$ cat src/rtl/mc_mips_pkg.sv
// mc_mips_pkg: opcodes, FSM states, ALU encodings and decoded-control struct for mc_mips_core.
// Control decode is combinational, so it adds no latency of its own.
package mc_mips_pkg;

    localparam logic [3:0] OP_ADD  = 4'b0000;
    localparam logic [3:0] OP_SUB  = 4'b0001;
    localparam logic [3:0] OP_AND  = 4'b0010;
    localparam logic [3:0] OP_OR   = 4'b0011;
    localparam logic [3:0] OP_ADDI = 4'b0100;
    localparam logic [3:0] OP_LW   = 4'b0101;
    localparam logic [3:0] OP_SW   = 4'b0110;
    localparam logic [3:0] OP_SLT  = 4'b0111;
    localparam logic [3:0] OP_BEQ  = 4'b1000;
    localparam logic [3:0] OP_BNE  = 4'b1001;
    localparam logic [3:0] OP_J    = 4'b1010;
    localparam logic [3:0] OP_HALT = 4'b1111;

    typedef enum logic [2:0] {
        FETCH,
        DECODE,
        EXEC,
        MEM,
        WB,
        HALT
    } state_e;

    typedef enum logic [2:0] {
        ALU_AND = 3'b000,
        ALU_OR  = 3'b001,
        ALU_ADD = 3'b010,
        ALU_SUB = 3'b110,
        ALU_SLT = 3'b111
    } alu_op_e;

    typedef struct packed {
        logic    reg_dst;
        logic    alu_src;
        logic    mem_to_reg;
        logic    reg_write;
        logic    mem_read;
        logic    mem_write;
        logic    beq;
        logic    bne;
        logic    jump;
        alu_op_e alu_op;
    } ctrl_t;

    // Unlisted opcodes (and halt) decode to all-zero control, i.e. a no-op in EXEC.
    function automatic ctrl_t decode(input logic [3:0] op);
        ctrl_t c;
        c        = '0;
        c.alu_op = ALU_ADD;
        case (op)
            OP_ADD:  begin c.reg_dst = 1'b1; c.reg_write = 1'b1; end
            OP_SUB:  begin c.reg_dst = 1'b1; c.reg_write = 1'b1; c.alu_op = ALU_SUB; end
            OP_AND:  begin c.reg_dst = 1'b1; c.reg_write = 1'b1; c.alu_op = ALU_AND; end
            OP_OR:   begin c.reg_dst = 1'b1; c.reg_write = 1'b1; c.alu_op = ALU_OR;  end
            OP_SLT:  begin c.reg_dst = 1'b1; c.reg_write = 1'b1; c.alu_op = ALU_SLT; end
            OP_ADDI: begin c.alu_src = 1'b1; c.reg_write = 1'b1; end
            OP_LW:   begin
                c.alu_src    = 1'b1;
                c.mem_to_reg = 1'b1;
                c.reg_write  = 1'b1;
                c.mem_read   = 1'b1;
            end
            OP_SW:   begin c.alu_src = 1'b1; c.mem_write = 1'b1; end
            OP_BEQ:  begin c.beq = 1'b1; c.alu_op = ALU_SUB; end
            OP_BNE:  begin c.bne = 1'b1; c.alu_op = ALU_SUB; end
            OP_J:    c.jump = 1'b1;
            default: ;
        endcase
        return c;
    endfunction

endpackage

$ cat src/rtl/mc_regfile.sv
// mc_regfile: 4 x DATA_W register file, two combinational read ports, one synchronous write port.
// r0 always reads zero and ignores writes; a write is visible on the read ports the cycle after.
module mc_regfile #(
    parameter int DATA_W = 16
) (
    input  logic              clock,
    input  logic              reset_n,
    input  logic [1:0]        raddr_a_i,
    input  logic [1:0]        raddr_b_i,
    output logic [DATA_W-1:0] rdata_a_o,
    output logic [DATA_W-1:0] rdata_b_o,
    input  logic              we_i,
    input  logic [1:0]        waddr_i,
    input  logic [DATA_W-1:0] wdata_i
);

    logic [DATA_W-1:0] regs_q [4];

    always_ff @(posedge clock) begin
        if (!reset_n) begin
            for (int i = 0; i < 4; i++) begin
                regs_q[i] <= '0;
            end
        end else if (we_i && (waddr_i != 2'd0)) begin
            regs_q[waddr_i] <= wdata_i;
        end
    end

    assign rdata_a_o = (raddr_a_i == 2'd0) ? '0 : regs_q[raddr_a_i];
    assign rdata_b_o = (raddr_b_i == 2'd0) ? '0 : regs_q[raddr_b_i];

endmodule

$ cat src/rtl/mc_mips_core.sv
// mc_mips_core: multi-cycle core for the 16-bit MIPS ISA; 3/4/5 cycles per instruction plus wait states.
// imem/dmem req is held until ack (any number of waits); define MC_JUMP_EN to enable the j opcode.
module mc_mips_core
    import mc_mips_pkg::*;
#(
    parameter int DATA_W = 16
) (
    input  logic              clock,
    input  logic              reset_n,
    output logic              imem_req,
    output logic [DATA_W-1:0] imem_addr,
    input  logic [15:0]       imem_rdata,
    input  logic              imem_ack,
    output logic              dmem_req,
    output logic              dmem_we,
    output logic [DATA_W-1:0] dmem_addr,
    output logic [DATA_W-1:0] dmem_wdata,
    input  logic [DATA_W-1:0] dmem_rdata,
    input  logic              dmem_ack,
    output logic [DATA_W-1:0] wb_data,
    output logic [DATA_W-1:0] pc,
    output logic              halted
);

    state_e            state_q;
    logic [DATA_W-1:0] pc_q, npc_q, btgt_q;
    logic [15:0]       ir_q;
    logic [DATA_W-1:0] a_q, b_q, alu_q, mdr_q, wb_data_q;
    logic              imem_req_q, dmem_req_q, dmem_we_q, halted_q;

    ctrl_t             ctrl;
    logic [DATA_W-1:0] imm_ext, pc_plus2, alu_b, alu_d, jmp_tgt, wb_val;
    logic [DATA_W-1:0] rf_a, rf_b;
    logic              alu_zero, br_taken, rf_we;
    logic [1:0]        rf_waddr;

    assign ctrl     = decode(ir_q[15:12]);
    assign imm_ext  = {{(DATA_W-8){ir_q[7]}}, ir_q[7:0]};
    assign pc_plus2 = pc_q + DATA_W'(2);

    always_comb begin
        alu_b = ctrl.alu_src ? imm_ext : b_q;
        case (ctrl.alu_op)
            ALU_AND: alu_d = a_q & alu_b;
            ALU_OR:  alu_d = a_q | alu_b;
            ALU_SUB: alu_d = a_q - alu_b;
            ALU_SLT: alu_d = {{(DATA_W-1){1'b0}}, ($signed(a_q) < $signed(alu_b))};
            default: alu_d = a_q + alu_b;
        endcase
    end

    assign alu_zero = (alu_d == '0);
    assign br_taken = (ctrl.beq && alu_zero) || (ctrl.bne && !alu_zero);

`ifdef MC_JUMP_EN
    assign jmp_tgt = {npc_q[DATA_W-1:13], ir_q[11:0], 1'b0};
`else
    assign jmp_tgt = npc_q;
`endif

    assign wb_val   = ctrl.mem_to_reg ? mdr_q : alu_q;
    assign rf_we    = (state_q == WB) && ctrl.reg_write;
    assign rf_waddr = ctrl.reg_dst ? ir_q[7:6] : ir_q[9:8];

    mc_regfile #(
        .DATA_W (DATA_W)
    ) u_regfile (
        .clock     (clock),
        .reset_n   (reset_n),
        .raddr_a_i (ir_q[11:10]),
        .raddr_b_i (ir_q[9:8]),
        .rdata_a_o (rf_a),
        .rdata_b_o (rf_b),
        .we_i      (rf_we),
        .waddr_i   (rf_waddr),
        .wdata_i   (wb_val)
    );

    // Every transition into FETCH raises imem_req in the same edge, so a fetch costs one
    // cycle with zero waits; only the first fetch after reset spends an extra idle cycle.
    always_ff @(posedge clock) begin
        if (!reset_n) begin
            state_q    <= FETCH;
            pc_q       <= '0;
            ir_q       <= '0;
            a_q        <= '0;
            b_q        <= '0;
            npc_q      <= '0;
            btgt_q     <= '0;
            alu_q      <= '0;
            mdr_q      <= '0;
            wb_data_q  <= '0;
            imem_req_q <= 1'b0;
            dmem_req_q <= 1'b0;
            dmem_we_q  <= 1'b0;
            halted_q   <= 1'b0;
        end else begin
            case (state_q)
                FETCH: begin
                    if (imem_req_q && imem_ack) begin
                        ir_q       <= imem_rdata;
                        imem_req_q <= 1'b0;
                        state_q    <= DECODE;
                    end else begin
                        imem_req_q <= 1'b1;
                    end
                end
                DECODE: begin
                    a_q    <= rf_a;
                    b_q    <= rf_b;
                    npc_q  <= pc_plus2;
                    btgt_q <= pc_plus2 + {imm_ext[DATA_W-2:0], 1'b0};
                    if (ir_q[15:12] == OP_HALT) begin
                        halted_q <= 1'b1;
                        state_q  <= HALT;
                    end else begin
                        state_q  <= EXEC;
                    end
                end
                EXEC: begin
                    alu_q <= alu_d;
                    if (ctrl.mem_read || ctrl.mem_write) begin
                        dmem_req_q <= 1'b1;
                        dmem_we_q  <= ctrl.mem_write;
                        state_q    <= MEM;
                    end else if (ctrl.reg_write) begin
                        state_q    <= WB;
                    end else begin
                        if (ctrl.jump) begin
                            pc_q <= jmp_tgt;
                        end else if (br_taken) begin
                            pc_q <= btgt_q;
                        end else begin
                            pc_q <= npc_q;
                        end
                        imem_req_q <= 1'b1;
                        state_q    <= FETCH;
                    end
                end
                MEM: begin
                    if (dmem_req_q && dmem_ack) begin
                        dmem_req_q <= 1'b0;
                        dmem_we_q  <= 1'b0;
                        if (ctrl.mem_read) begin
                            mdr_q   <= dmem_rdata;
                            state_q <= WB;
                        end else begin
                            pc_q       <= npc_q;
                            imem_req_q <= 1'b1;
                            state_q    <= FETCH;
                        end
                    end
                end
                WB: begin
                    wb_data_q  <= wb_val;
                    pc_q       <= npc_q;
                    imem_req_q <= 1'b1;
                    state_q    <= FETCH;
                end
                HALT: ;
                default: state_q <= FETCH;
            endcase
        end
    end

    assign imem_req   = imem_req_q;
    assign imem_addr  = pc_q;
    assign dmem_req   = dmem_req_q;
    assign dmem_we    = dmem_we_q;
    assign dmem_addr  = alu_q;
    assign dmem_wdata = b_q;
    assign wb_data    = wb_data_q;
    assign pc         = pc_q;
    assign halted     = halted_q;

endmodule

$ cat config.mk
export PLATFORM = sky130hd
export DESIGN_NAME = mc_mips_core
export DESIGN_NICKNAME = d
export VERILOG_FILES = /design/src/rtl/mc_mips_pkg.sv /design/src/rtl/mc_regfile.sv /design/src/rtl/mc_mips_core.sv
export SDC_FILE = /design/constraint.sdc
export NUM_CORES = 1
export LEC_CHECK = 0
export CAP_MARGIN = 20
export CORE_MARGIN = 8
export CORE_UTILIZATION = 25
export CTS_BUF_LIST = sky130_fd_sc_hd__clkbuf_2
export CTS_CLUSTER_SIZE = 20
export DETAILED_ROUTE_END_ITERATION = 7
export PLACE_DENSITY = 0.49
export SLEW_MARGIN = 20
export SYNTH_ARGS = -nofsm -noshare
export SYNTH_HDL_FRONTEND = slang
export SYNTH_SLANG_ARGS = --single-unit
export TNS_END_PERCENT = 10
$ cat constraint.sdc
create_clock -name clock -period 6.2 [get_ports clock]
set_input_delay 1.24 -clock clock [delete_from_list [all_inputs] [get_ports clock]]
set_output_delay 1.24 -clock clock [all_outputs]
set_load 0.02 [all_outputs]
Word level (Yosys, flattened, before mapping)
Memories as Yosys holds them, arrays and structs flattened. A register that Yosys moved wholly into a read port is not among the register bits.
Index checks and enable logic that the tools add are counted.
W data, S select, Z words.
- bits of input ports: 36
- RAM bits: 64
- bits in registers: 151
- output and inout port bits: 84
- memories: 1
- memory list (name ; depth ; bits a word ; read ports ; clocked after Yosys merged registers in ; write ports ; RTL line ; source):
    u_regfile.regs_q ; 4 ; 16 ; 2 ; 2 ; 4 ; mc_regfile.sv:17 ; logic [DATA_W-1:0] regs_q [4];
- bitwise operators: 3
- magnitude comparators: 1
- equality and inequality tests: 25
- multiplexer cells: 51
- $add $sub $neg: 4
- reduce and logical (&&, ||, !) cells: 31
- operators by type and width (kind ; count):
    $mux W16 ; 11
    $pmux W16 S4 ; 1
    $pmux W16 S3 ; 1
    $add A16 B16 Y16 ; 2
    $mux W1 ; 21
    $mux W3 ; 6
    $add A16 B2 Y16 const B ; 1
    $and A16 B16 Y16 ; 1
    $eq A4 B3 Y1 const B ; 4
    $eq A4 B4 Y1 const B ; 4
    $logic_not A16 Y1 ; 1
    $lt A16 B16 Y1 ; 1
    $or A16 B16 Y16 ; 1
    $reduce_or A16 Y1 ; 1
    $sub A16 B16 Y16 ; 1
    $pmux W3 S5 ; 1
    $eq A3 B3 Y1 const B ; 4
    $mux W2 ; 6
    $ne A2 B2 Y1 const B ; 6
    $pmux W3 S4 ; 1
    $reduce_and A5 Y1 ; 2
    $reduce_and A3 Y1 ; 3
    $eq A4 B2 Y1 const B ; 2
    $reduce_or A7 Y1 ; 1
    18 further kinds ; 32

Depth between registers and ports, before layout
- depth in word-level cells: 15
- depth in mapped cells: 23

Cells and area by module
A second synthesis with hierarchy kept.
- cell total of the unflattened synthesis: 1411
- area, all modules: 12410.7 sq um
- modules (own cells, without submodules) (module ; instances ; cells an instance ; area each (sq um)):
    mc_mips_core ; 1 ; 1204 ; 9758.1
    mc_regfile ; 1 ; 207 ; 2652.5

Least setup slack after synthesis
OpenSTA, ideal clock, no wires.
- path kind: reg2reg
- start: reg ir_q[12]
- end: reg pc_q[14] (netlist: imem_addr[14])
- data arrival time: 4.490 ns
- stages on the path, launching flop included: 21
- required time: 6.068 ns
- period minus slack after synthesis: 4.623 ns
- setup slack: 1.577 ns
- path buffers: 5
- cells stage by stage: dfxtp_1 > buf_2 > buf_1 > nand2_1 > nand2_1 > clkbuf_1 > mux2_2 > fa_1 > a211o_1 > a21oi_1 > o21bai_1 > a21oi_1 > o21bai_1 > mux2i_1 > or3_1 > nor4_4 > mux2_4 > buf_8 > buf_12 > mux2i_1 > a21oi_1
- cells in the longest elaborated chain, start to end: 15
- elaborated cells between the ends (all ways): 48
- classes of those cells: add/sub: 2; order compare: 1; eq/ne: 16; mux: 15; bitwise: 2; reduce/logical: 12
- ends and longest elaborated chain (element ; RTL line ; source):
    start, declared ; mc_mips_core.sv:27 ; logic [15:0] ir_q;
    start signal, assigned ; mc_mips_core.sv:101 ; ir_q <= imem_rdata;
    $eq A4 B3 Y1 ; mc_mips_pkg.sv:53 ; case (op)
    $reduce_or A3 Y1 (no line) ; -- ;
    $mux W1 ; mc_mips_pkg.sv:53 ;
    $mux W16 ; mc_mips_core.sv:42 ; alu_b = ctrl.alu_src ? imm_ext : b_q;
    $add A16 B16 Y16 (tied with other cells) ; mc_mips_core.sv:48 ; default: alu_d = a_q + alu_b;
    $pmux W16 S4 ; mc_mips_core.sv:43 ; case (ctrl.alu_op)
    $logic_not A16 Y1 ; mc_mips_core.sv:52 ; assign alu_zero = (alu_d == '0);
    $logic_not A1 Y1 ; mc_mips_core.sv:53 ; assign br_taken = (ctrl.beq && alu_zero) || (ctrl.bne && !alu_zero);
    $logic_and A1 B1 Y1 ; mc_mips_core.sv:53 ;
    $logic_or A1 B1 Y1 ; mc_mips_core.sv:53 ;
    $mux W16 ; mc_mips_core.sv:131 ; end else if (br_taken) begin
    $mux W16 ; mc_mips_core.sv:129 ; if (ctrl.jump) begin
    $mux W16 ; mc_mips_core.sv:126 ; end else if (ctrl.reg_write) begin
    $mux W16 ; mc_mips_core.sv:122 ; if (ctrl.mem_read || ctrl.mem_write) begin
    $pmux W16 S3 ; mc_mips_core.sv:98 ; case (state_q)
    end signal, assigned ; mc_mips_core.sv:130 ; pc_q <= jmp_tgt;
    end signal, assigned ; mc_mips_core.sv:132 ; pc_q <= btgt_q;
    end signal, assigned ; mc_mips_core.sv:134 ; pc_q <= npc_q;
    end, declared ; mc_mips_core.sv:26 ; logic [DATA_W-1:0] pc_q, npc_q, btgt_q;
Parallel ways exist; a longest one is shown, timed or not. The select of a mux whose other input is x is not followed.
A chain may end at the register's enable or synchronous reset.

Final worst setup path
- start: reg ir_q[15]
- end: reg pc_q[13] (netlist: imem_addr[13])
The elaborated chain is that of the path after synthesis.

==> results by group <==
Die
  • # IOs: 120
  • Effective utilization at floorplan: ~25%
  • Vertical die dimension: around 240 um
  • Die width: 238 um
  • Core area: 48700 um2
  • Die area: 56600 um2
  • Site row count: 81

Clocking
  • CTS tree: built
  • Maximum clock insertion buffer count: 3
  • CTS Hold Bufs: 0
  • H-tree lvl count: 2
  • Sink Count: approximately 220
  • TritonCTS buffer count: 56
  • Root buffer selected by CTS: clkbuf_2
  • Later-pin clock latency in the skew report: a little under 0.9 ns
  • Post-cts resize count: 0
  • Clock-pin slew of the registers on the worst-case setup and hold paths: between 0.1 and 0.15 ns
  • Setup Buffers After CTS: 0

Logic synthesis
  • Number of flops mapped to enable cells by yosys: 64
  • Post-Synthesis Mean Instance Area: a little over 9 um2
  • Fraction of the mapped netlist area in compound gates: 17.2%
  • Ranking of synthesized cells by instance count: nor2_1, dfxtp_1, nand2_1, a21oi_1, inv_1
  • Post-synth cell types: 85
  • Flip-flop and latch count after synthesis: 218
  • Top cell type's share of synthesized area: 25.1%
  • Cell with the most instances after synthesis: nor2_1
  • Area share of and/or/nand/nor cells after synthesis: 16.5%
  • Adder-cell area share of the yosys netlist: 7.00%
  • Part of the Yosys area used for sequential elements: about two fifths
  • Dominant combinational cell family by area after synthesis: compound AO/OA/AOI/OAI gates
  • Total standard cell area after synthesis: 12300 um2
  • Share of cell area taken by muxes after synthesis: about a tenth
  • Most common flop cell mapped by yosys: dfxtp_1
  • Yosys warning count: 0
  • Largest area contributor in the synthesized netlist: dfxtp_1
  • Gate count after technology mapping: 1336
  • Largest cells by area after synthesis: dfxtp_1, edfxtp_1, ha_1, mux4_2, nor2_1
  • XOR/XNOR Fraction of Synth Area: 2.78%
  • Proportion of register bits with asynchronous set or reset after synthesis: 0%

Layout
  • Fillers: just over 5k
  • Area taken by flip-flops and latches: approximately 5000 um2
  • Fin nets: 1553
  • Post-route core utilization: 30.0%
  • Fraction of final layout cells sized beyond drive strength 1: 13.7%
  • Area grow syn2layout: 19.0%
  • Area of combinational cells with multiple inputs: 6670 um2

Critical path
  • Critical path arrival: 6.07 ns
  • Highest cell delay on the worst timing path: 0.72 ns
  • Required time of the critical path: 6.85 ns
  • Top fanout value on the critical path: 17
  • Critical path start-end classification: flip-flop to flip-flop
  • Buffers plus inverters on the worst setup path: 0
  • Kind of end point of the critical path: flip-flop
  • Cell family with most CP delay: simple AND/OR/NAND/NOR gates
  • Cell seen most often among critical-path stages: a21oi_1
  • Cell breakdown of the critical path: nor2b_1, nand2_1, mux2_2, ha_1, fa_1, a211o_1, a21oi_1, o21bai_1, a21oi_1, o21bai_1, mux2i_1, or3_1, nor4_4, mux2_4, mux2i_1, a21oi_1
  • Setup crit start kind: flip-flop
  • Highest-delay cell along the critical path: dfxtp_1

Detailed routing
  • Post-route antenna net violation count: 0
  • Violation count after the first detailed-routing iteration: roughly 730
  • Count of TritonRoute iterations in the first routing pass: 5
  • Total vias in the final route: 10.3k
  • Met2 routed WL: 18400 um
  • Final WL: 40200 um
  • WL per Instance: 18.6 um
  • Via-per-instance ratio: 4.79
  • Routed length on met3: 2090 um
  • Met1 Wirelength: roughly 19000 um
  • DRC: 0
  • Highest routed layer: met4

GRT
  • Largest net degree at the start of global routing: 71
  • Total grt overflow: 0
  • Via count of the first global-routing pass: 10.5k
  • Wire length of the first global-routing pass: 61700 um
  • Antenna violations before repair: 1
  • Overall Global Routing Usage: 13.8%

STA
  • Number of max-slew violations in the final report: 0
  • Share of the clock period used by the worst path: 87.4%
  • Max Clock Freq: between 0.15 and 0.2 GHz
  • Final setup violation count: 0
  • Worst Tran Pin Value: between 1 and 1.5 ns
  • Worst setup margin: between 0.7 and 0.8 ns
  • Sum Neg Setup Slack: 0 ns
  • Post-layout min period: about 5.4 ns
  • Slew headroom: 29.7%
  • Unrepaired setup endpoints after global routing: no
  • Clock Skews: 0.105 ns
  • Number of failing hold endpoints at the final stage: 0

Power
  • Power per unit of standard cell area: 306 nW/um2
  • Lkg Pwr: 5.35 nW
  • Max rail drop VDD: around 140 uV

Min path
  • Type of the tightest min-delay check: flip-flop to flip-flop

Job
  • Max_cap viols: 0

Placement
  • Estimated wirelength of the detail-placed design: 29200 um
  • Quantity of I/O buffers inserted on ports: 119
  • GP Congestion: between 0.9 and 1
  • Worst slack at placement: approximately 0.94 ns

Outcome
  • Status: finished, final reports clean
==> worst reg2reg max path, stage by stage, from the launching register on <==
cell and delay (ns):
dfxtp_1 0.72, nor2b_1 0.14, nand2_1 0.56, mux2_2 0.45
ha_1 0.24, fa_1 0.44, a211o_1 0.35, a21oi_1 0.19
o21bai_1 0.15, a21oi_1 0.18, o21bai_1 0.09, mux2i_1 0.13
or3_1 0.45, nor4_4 0.37, mux2_4 0.48, mux2i_1 0.20
a21oi_1 0.08
==> cell families after synthesis <==
| logic type | Yosys count |
|---|---|
| other | 1 |
| adders and majority gates | 67 |
| xor gates and xnor gates | 39 |
| and+or+nand+nor | 447 |
| buffers and inverters | 168 |
| AOI/OAI and AO/OA | 317 |
| DFF | 218 |
| muxes | 79 |
==> path summary, 6_finish.rpt <==
path / cells past startpoint / startpoint / slack (ns) / to
setup / recovery: 16 / ir_q[15] / 0.78 / imem_addr[13]
setup reg to reg: 16 / ir_q[15] / 0.78 / imem_addr[13]
hold reg to reg: 2 / btgt_q[13] / 0.46 / btgt_q[13]
hold / removal: 2 / btgt_q[13] / 0.46 / btgt_q[13]
==> layout by cell type, fill, tap and decap left out, types with 9 or more instances in the layout <==
master / n
clkbuf_2: 97
a211oi_1: 34
conb_1: 16
nor4_1: 9
nor2_1: 170
mux2i_1: 38
edfxtp_1: 64
nand2b_1: 9
or2_2: 19
ha_1: 64
inv_1: 68
o21ai_0: 38
nand2_1: 135
a22oi_1: 32
mux4_2: 32
nor2b_1: 9
nor3_1: 28
o21bai_1: 10
a21o_1: 17
clkdlybuf4s50_1: 119
dfxtp_1: 154
xnor2_1: 25
a21oi_1: 102
buf_4: 20
nand3_1: 18
xor2_1: 14
==> per-layer routing <==
layer	GRT usage (%)	vias to the layer above
li1	-	4997
met1	18.2	4997
met2	22.5	270
met3	2.28	76
met4	5.02	0
met5	0	-
==> report_power, final <==
group | switching (mW) | leakage (nW) | total (mW) | internal (mW)
clock | 0.603 | 0.421 | 1.01 | 0.407
sequential | 0.205 | 1.90 | 1.83 | 1.63
combinational | 0.967 | 3.03 | 1.63 | 0.666
==> per-stage QoR <==
stage | hold WS, ns | instances | power, mW | cell area [um2]
after detailed placement | 0.446 | 2056 | 3.51 | 14100
after global routing | 0.469 | 2160 | 4.77 | 14600
final | 0.461 | 2160 | 4.47 | 14600
after CTS | 0.464 | 2159 | 4.55 | 14600
after floorplan | 0.432 | 1351 | 2.92 | 12400
after global placement | 0.441 | 2056 | 3.50 | 14100
==> flip-flops by register name (all words and copies together) (netlist names), named ones only <==
name	cells
halted	1
a_q	16
dmem_wdata	16
dmem_we	1
dmem_addr	16
u_regfile.regs_q	64
imem_req	1
imem_addr	16
mdr_q	16
dmem_req	1
ir_q	16
state_q	3
jmp_tgt	16
btgt_q	15
wb_data	16
==> area by class of cell <==
| class | instances | area share, % |
|---|---|---|
| repair buffers | 139 | 9.16 |
| diodes | 1 | 0.0171 |
| multi-input cells | 965 | 45.6 |
| well taps | 664 | 5.68 |
| clock buffers | 97 | 3.32 |
| clock inverters | 6 | 0.231 |
| flip-flops and latches | 218 | 34.2 |
| inverters | 70 | 1.81 |
(Power assumes the default switching activity.)
